[config.mk]
export PLATFORM = sky130hd
export DESIGN_NAME = tbird_input_ctrl
export DESIGN_NICKNAME = d
export VERILOG_FILES = /design/src/rtl/tbird_pkg.sv /design/src/rtl/sw_debounce.sv /design/src/rtl/tbird_input_ctrl.sv
export SDC_FILE = /design/constraint.sdc
export NUM_CORES = 1
export LEC_CHECK = 0
export ABC_AREA = 0
export CAP_MARGIN = 20
export CORE_ASPECT_RATIO = 1.4
export CORE_UTILIZATION = 24
export DETAILED_ROUTE_END_ITERATION = 10
export GPL_TIMING_DRIVEN = 0
export PLACE_DENSITY = 0.46
export SYNTH_ARGS = -nofsm -noshare
export SYNTH_HDL_FRONTEND = slang
export SYNTH_SLANG_ARGS = --single-unit
[constraint.sdc]
create_clock -name clk -period 2.4 [get_ports clk]
set_input_delay 0.72 -clock clk [delete_from_list [all_inputs] [get_ports clk]]
set_output_delay 0.72 -clock clk [all_outputs]
set_load 0.01 [all_outputs]
[src/rtl/tbird_pkg.sv]
// Shared constants for the T-bird input conditioning stage: default timing,
// synchronizer depth and counter-width helper.
package tbird_pkg;

   localparam int TICK_DIV_DEF   = 12500000;
   localparam int DEB_CYCLES_DEF = 1000000;
   localparam int SYNC_DEPTH     = 2;

   localparam int TICK_W_DEF = $clog2(TICK_DIV_DEF);
   localparam int DEB_W_DEF  = $clog2(DEB_CYCLES_DEF);

   // Width of a counter spanning 0..n-1; never narrower than one bit.
   function automatic int cnt_width(input int n);
      return (n > 1) ? $clog2(n) : 1;
   endfunction

endpackage

[src/rtl/sw_debounce.sv]
// Two-flop synchronizer followed by a consecutive-mismatch debounce counter.
// RST_VAL sets the idle level of both the synchronizer and the debounced output.
module sw_debounce
   import tbird_pkg::*;
#(
   parameter int   DEB_CYCLES = DEB_CYCLES_DEF,
   parameter logic RST_VAL    = 1'b0
) (
   input  logic clk_i,
   input  logic rst_ni,
   input  logic raw_i,
   output logic deb_o
);

   localparam int            CW      = cnt_width(DEB_CYCLES);
   localparam logic [CW-1:0] CNT_MAX = CW'(DEB_CYCLES - 1);

   logic [SYNC_DEPTH-1:0] sync_q;
   logic                  sync_s;
   logic                  deb_q, deb_d;
   logic [CW-1:0]         cnt_q, cnt_d;

   assign sync_s = sync_q[SYNC_DEPTH-1];
   assign deb_o  = deb_q;

   // Synchronizer shift register and debounce state.
   always_ff @(posedge clk_i or negedge rst_ni) begin
      if (!rst_ni) begin
         sync_q <= {SYNC_DEPTH{RST_VAL}};
         deb_q  <= RST_VAL;
         cnt_q  <= {CW{1'b0}};
      end else begin
         sync_q <= {sync_q[SYNC_DEPTH-2:0], raw_i};
         deb_q  <= deb_d;
         cnt_q  <= cnt_d;
      end
   end

   // Any agreement restarts the count; the output flips only after a full run.
   always_comb begin
      deb_d = deb_q;
      cnt_d = cnt_q;
      if (sync_s == deb_q) begin
         cnt_d = {CW{1'b0}};
      end else if (cnt_q == CNT_MAX) begin
         deb_d = sync_s;
         cnt_d = {CW{1'b0}};
      end else begin
         cnt_d = cnt_q + CW'(1);
      end
   end

endmodule

[src/rtl/tbird_input_ctrl.sv]
// Conditions the raw DE2 switches/keys and produces the sequencer advance strobe
// plus left/right requests that only change on strobe cycles.
module tbird_input_ctrl
   import tbird_pkg::*;
#(
   parameter int TICK_DIV   = TICK_DIV_DEF,
   parameter int DEB_CYCLES = DEB_CYCLES_DEF
) (
   input  logic clk,
   input  logic reset,
   input  logic turn_sw,
   input  logic dir_sw,
   input  logic hazard_sw,
   input  logic manual_sw,
   input  logic step_key_n,
   output logic tick,
   output logic left_req,
   output logic right_req
);

   localparam int               DIV_W   = cnt_width(TICK_DIV);
   localparam logic [DIV_W-1:0] DIV_MAX = DIV_W'(TICK_DIV - 1);

   logic turn_s, dir_s, hazard_s, manual_s, step_s;
   logic manual_chg_s, step_fall_s, l_s, r_s;

   logic [DIV_W-1:0] div_q, div_d;
   logic             tick_q, tick_d;
   logic             left_q, left_d;
   logic             right_q, right_d;
   logic             manual_prev_q, step_prev_q;

   sw_debounce #(.DEB_CYCLES(DEB_CYCLES), .RST_VAL(1'b0)) u_turn (
      .clk_i(clk), .rst_ni(reset), .raw_i(turn_sw), .deb_o(turn_s));
   sw_debounce #(.DEB_CYCLES(DEB_CYCLES), .RST_VAL(1'b0)) u_dir (
      .clk_i(clk), .rst_ni(reset), .raw_i(dir_sw), .deb_o(dir_s));
   sw_debounce #(.DEB_CYCLES(DEB_CYCLES), .RST_VAL(1'b0)) u_hazard (
      .clk_i(clk), .rst_ni(reset), .raw_i(hazard_sw), .deb_o(hazard_s));
   sw_debounce #(.DEB_CYCLES(DEB_CYCLES), .RST_VAL(1'b0)) u_manual (
      .clk_i(clk), .rst_ni(reset), .raw_i(manual_sw), .deb_o(manual_s));
   sw_debounce #(.DEB_CYCLES(DEB_CYCLES), .RST_VAL(1'b1)) u_step (
      .clk_i(clk), .rst_ni(reset), .raw_i(step_key_n), .deb_o(step_s));

   assign manual_chg_s = manual_s ^ manual_prev_q;
   assign step_fall_s  = step_prev_q & ~step_s;
   assign l_s          = hazard_s | (turn_s & ~dir_s);
   assign r_s          = hazard_s | (turn_s & dir_s);

   assign tick      = tick_q;
   assign left_req  = left_q;
   assign right_req = right_q;

   // Divider, strobe, request and edge-detect registers.
   always_ff @(posedge clk or negedge reset) begin
      if (!reset) begin
         div_q         <= {DIV_W{1'b0}};
         tick_q        <= 1'b0;
         left_q        <= 1'b0;
         right_q       <= 1'b0;
         manual_prev_q <= 1'b0;
         step_prev_q   <= 1'b1;
      end else begin
         div_q         <= div_d;
         tick_q        <= tick_d;
         left_q        <= left_d;
         right_q       <= right_d;
         manual_prev_q <= manual_s;
         step_prev_q   <= step_s;
      end
   end

   // A mode change outranks both a divider wrap and a step press.
   always_comb begin
      div_d  = div_q;
      tick_d = 1'b0;
      if (manual_chg_s) begin
         div_d = {DIV_W{1'b0}};
      end else if (manual_s) begin
         div_d  = {DIV_W{1'b0}};
         tick_d = step_fall_s;
      end else if (div_q == DIV_MAX) begin
         div_d  = {DIV_W{1'b0}};
         tick_d = 1'b1;
      end else begin
         div_d = div_q + DIV_W'(1);
      end
      left_d  = tick_d ? l_s : left_q;
      right_d = tick_d ? r_s : right_q;
   end

endmodule

# Yosys cells after proc, flatten, opt, wreduce, memory -nomap -nowiden
# Cells that the tools add are included.
[word_totals]
reg_bits = 144
inputBits = 7
out_inout_bits = 3
word_cells = 72
[classes]
add_sub_neg = 6
eq_ne = 11
muxes = 16
n_bitwise = 13
n_reduce_logical = 5
[op_table]
columns = ["cell", "count"]
rows = [
  ["two-way mux 20 bit", 10],
  ["adder 20 x 1 -> 20 bit (second input constant)", 5],
  ["equality test 20 bit (second input constant)", 5],
  ["two-way mux 24 bit", 3],
  ["adder 24 x 1 -> 24 bit (second input constant)", 1],
  ["equality test 24 bit (second input constant)", 1],
  ["AND reduction 2 bit", 5],
  ["inverter 1 bit", 7],
  ["equality test 1 bit", 5],
  ["bitwise AND 1 bit", 3],
  ["two-way mux 1 bit", 3],
  ["bitwise OR 1 bit", 2],
  ["XOR 1 bit", 1],
]

# Longest topological paths before layout
[depth]
depth_word = 4
ltp_mapped = 7
mapped_depth_nobuf = 5

# Modules after synthesis
# Synthesis repeated with hierarchy kept, for this count alone.
[unflattened]
hier_cells = 684
area_unflattened_um2 = 7039.3
[modules_own_cells]
columns = ["module", "instances", "cells_each", "area_each_um2", "seq_area_each_um2"]
rows = [
  ["sw_debounce at u_dir ...", 4, 108, 1114.8, 575.6],
  ["tbird_input_ctrl", 1, 144, 1461.4, 726.9],
  ["sw_debounce at u_step", 1, 108, 1118.6, 579.3],
]

# Worst setup path after synthesis
# No wires, ideal clock.
[synth_timing]
path_type = "reg-to-reg"
from = "register u_manual.cnt_q[0]"
to = "register u_manual.cnt_q[16]"
setup_ns = 0.078
arrival_ns = 1.715
required_ns = 2.322
slack_ns = 0.606
path_stages_with_launch = 6
n_path_buf = 0
synth_period_minus_slack_ns = 1.794
path_cell_list = "dfrtp_1 ha_1 nand2_1 or4_4 or3_1 a21oi_1"
[synth_between]
elab_chain_len = 3
word_cells_on_any_way = 4
cone_classes = "add/sub (1); eq/ne (1); mux (2)"
[synth_rtl]
columns = ["element", "line", "source"]
rows = [
  ["start, declared", "sw_debounce.sv:21", "logic [CW-1:0] cnt_q, cnt_d;"],
  ["start signal, assigned", "sw_debounce.sv:31", "cnt_q <= {CW{1'b0}};"],
  ["start signal, assigned", "sw_debounce.sv:35", "cnt_q <= cnt_d;"],
  ["adder 20 x 1 -> 20 bit or equality test 20 bit (tied branches)", "sw_debounce.sv:49, sw_debounce.sv:45", ""],
  ["two-way mux 20 bit *", "sw_debounce.sv:45", "end else if (cnt_q == CNT_MAX) begin"],
  ["two-way mux 20 bit *", "sw_debounce.sv:43", "if (sync_s == deb_q) begin"],
  ["via u_manual.cnt_d[16]", "sw_debounce.sv:21", ""],
]
# The timed path passes the listed nets; every way through them passes the cells marked *.
# A chain may end at the register's enable or synchronous reset.

# Worst setup path after layout
[layout_timing]
from = "register div_q[0]"
to = "register right_q, in the netlist right_req"
[layout_between]
elab_chain_len = 4
[layout_rtl]
columns = ["element", "line", "source"]
rows = [
  ["start, declared", "tbird_input_ctrl.sv:27", "logic [DIV_W-1:0] div_q, div_d;"],
  ["start signal, assigned", "tbird_input_ctrl.sv:56", "div_q <= {DIV_W{1'b0}};"],
  ["start signal, assigned", "tbird_input_ctrl.sv:63", "div_q <= div_d;"],
  ["equality test 24 bit", "tbird_input_ctrl.sv:81", "end else if (div_q == DIV_MAX) begin"],
  ["two-way mux 1 bit", "tbird_input_ctrl.sv:81", ""],
  ["two-way mux 1 bit", "tbird_input_ctrl.sv:78", "end else if (manual_s) begin"],
  ["two-way mux 1 bit", "tbird_input_ctrl.sv:76", "if (manual_chg_s) begin"],
  ["via tick_d", "tbird_input_ctrl.sv:28", "logic tick_q, tick_d;"],
  ["end signal, assigned", "tbird_input_ctrl.sv:66", "right_q <= right_d;"],
  ["end, declared", "tbird_input_ctrl.sv:30", "logic right_q, right_d;"],
]
# The timed path passes the listed nets, and every way through them passes these cells.

==> results.cfg <==
[setup_path]
critical_path.cell_chain = ha_1 > and4_1 > clkbuf_1 > nand4_1 > o21ai_0 > mux2i_1
path_max_fanout = 8
worst-path-buf-inv = 1
end_kind = register
worstPathArrival_ps = 2430
start_kind = register
critical_path.top_delay_family = compound AO/OA/AOI/OAI gates
cp_slowest_cell = o21ai_0
crit_type = register to register
cp.required_ps = 2740
critPathMaxStageDelay_ps = 490

[sta]
finalCritPeriodShare_pct = 87.2
period_needed_ps = 2090
grt_setup_unrepaired = no
timing.final.setup_violations = 0
worstMarginPinSlew_ps = 590
final_hold_viol_count = 0
max_freq_mhz = 478
clock_skew_ps = 6.67
slew_violations = 0
slew_headroom_pct = 60.3

[drt]
routed-wl-met3_um = 284
drc = 0
vias_per_cell = 4.59
detail-route-antenna-nets = 0
vias = 5131
dr.max_layer_used = met4
drt_iter0_drc = 199
drt_wl_total_um = 14100
wl_met2_um = 7300
wire_per_inst_um = 12.6
wl_met1_um = 6320
first_pass_iters = 5

[clock_network]
ctsLongestPathBuffers = 2
cts_sinks = 144
h-tree-depth = 4
cts_buffers = 17
cts_tree = done
clk_latency_ps = 420
clockRootBuffer = clkbuf_16
clkTransAtPathRegs_ps = 60
ctsHoldBuffers = 0

[placement]
dp.cells = 1086
hpwl_um = 9720
port_buffers = 9
place.gp.congestion = 0.711
placed_cell_area_um2 = 7520

[pwr]
internal_power_mw = 4.20
p_per_area_nw_per_um2 = 660
p_sw_mw = 1.18
total_power_mw = 5.37
swShare_pct = 21.9
p_leak_nw = 3.14
vdd_drop_max_uv = 469
comb_power_share_pct = 2.6
clkPwrFrac_pct = 51.1
p_seq_share_pct = 46.3

[synthesis]
synth_top_cell_by_area = dfrtp_1
netlist_instances = 701
synthTopCellsByArea = dfrtp_1, xnor2_1, nor2_1, xor2_1, nand3_1
synth-seq-cells = 144
synthesis.area_um2 = 6930
syn-num-nets = 714
seq_area_frac_synth_pct = 52.1
yosys_warnings = 0
synth_top_area_share_pct = 50.6
synth.avg_cell_area_um2 = 9.89
synth-edff-count = 0
synth_cell_types = 42
synth_ff_type = dfrtp_1
async_reset_ff_share_pct = 100

[global_route]
grt_pass1_vias = 5290
track_usage_pct = 10.6
grt_overflow = 0
grt_pass1_wl_um = 25700
antenna_found_initial = 0
grt_max_degree = 95

[cells_and_area]
final_nets = 743
final_cell_mix = dfrtp_1, nor2_1, nand2_1
final_common_cell = dfrtp_1
drive_gt1_share_pct = 7.94
fin_cells = 1118
diodes = 0
syn2layout_area_growth_pct = 17.4
final_area_um2 = 8140

[die]
core_area_um2 = 28400
ios = 10
core.rowCount = 73
die_h_um = 203
die_area_um2 = 29600
initial_core_util_pct = 24.4
die_w_um = 146

[job]
cap_violations = 0

[min_path]
hp-class = primary input to async pin

[run_status]
status = finished, final reports clean
## sequential cells by signal, summed over array words and instances, names as in the netlist
name and flops:
u_manual.deb_o 1, manual_prev_q 1, u_turn.sync_q 2, div_q 24, u_step.sync_q 2, tick 1, left_req 1, u_dir.sync_q 2
u_hazard.cnt_q 20, u_turn.cnt_q 20, step_prev_q 1, u_step.cnt_q 20, u_turn.deb_o 1, u_manual.cnt_q 20, u_dir.cnt_q 20, u_step.deb_o 1
right_req 1, u_dir.deb_o 1, u_manual.sync_q 2, u_hazard.deb_o 1, u_hazard.sync_q 2
## area by class of cell
cell class	instances	area [um^2]
well taps	375	469
repair buffers	10	119
flip-flops and latches	144	3610
plain buffers	21	82.6
inverters	19	71.3
fillers	2955	20300
clock buffers	20	457
multi-input cells	517	3170
clock inverters	12	158
## cell families (layout without fill, tap and decap cells)
kind of cell | count (synthesis) | count (layout) | synth area share, %
compound gates | 86 | 86 | 7.17
xor+xnor | 78 | 78 | 9.86
fa+ha+maj | 6 | 6 | 1.08
buf+inv | 40 | 82 | 2.18
flops | 144 | 144 | 52.1
mux | 7 | 7 | 1.10
simple gates | 340 | 340 | 26.5
## worst paths after layout
| check | startpoint | endpoint | slack (ps) | cells after the start |
|---|---|---|---|---|
| max | div_q[0] | right_req | 310 | 6 |
| min | reset | u_dir.cnt_q[4] | 240 | 1 |
| max reg2reg | div_q[0] | right_req | 310 | 6 |
| min reg2reg | u_dir.sync_q[0] | u_dir.sync_q[1] | 350 | 0 |
| max in group asynchronous | reset | u_step.sync_q[1] | 1290 | 2 |
| min in group clk | u_dir.sync_q[0] | u_dir.sync_q[1] | 350 | 0 |
## power by group through the flow
stage	clock network (mW)	registers, mW	logic (mW)
after floorplan	0	2.53	0.0602
after global placement	0	2.53	0.141
after detailed placement	0	2.53	0.147
after CTS	2.87	2.49	0.147
after global routing	2.96	2.49	0.165
final	2.75	2.49	0.138
## stage by stage
stage | setup WS [ps] | setup TNS, ps | hold slack (ps) | util, %
3_3_place_gp | -5750 | -818010 | 332 | 26.4
5_1_grt | 32.2 | 0 | 279 | 28.6
4_1_cts | 88.7 | 0 | 255 | 28.6
2_1_floorplan | 606 | 0 | 331 | -
3_5_place_dp | 94.9 | 0 | 335 | 26.5
6_report | 308 | 0 | 242 | 28.6
## metal layers
layer / track usage [%] / vias to the layer above
met5: 0 / -
met4: 4.81 / 0
met3: 2.27 / 14
met2: 18.6 / 37
met1: 12.4 / 2510
li1: - / 2570
## timing repair
action	4_1_cts	5_1_grt
endpoints found under the setup margin	0	20
buffers inserted	0	0
resized for setup	0	4
## cell usage after synthesis, drive strengths merged (3+ instances only)
| master | instances |
|---|---|
| and3 | 13 |
| nor2 | 93 |
| or2 | 3 |
| inv | 19 |
| dfrtp | 140 |
| a21oi | 41 |
| nand4b | 5 |
| or4 | 21 |
| xor2 | 36 |
| dfstp | 4 |
| nand3 | 42 |
| nor4b | 8 |
| nand4 | 30 |
| and4 | 10 |
| nand2 | 46 |
| and2 | 4 |
| mux2 | 5 |
| o21ai | 22 |
| nor4 | 19 |
| nor3 | 17 |
| clkbuf | 19 |
| or3 | 25 |
| o31ai | 21 |
| ha | 6 |
| xnor2 | 42 |
Power figures use the tool's default switching activity.
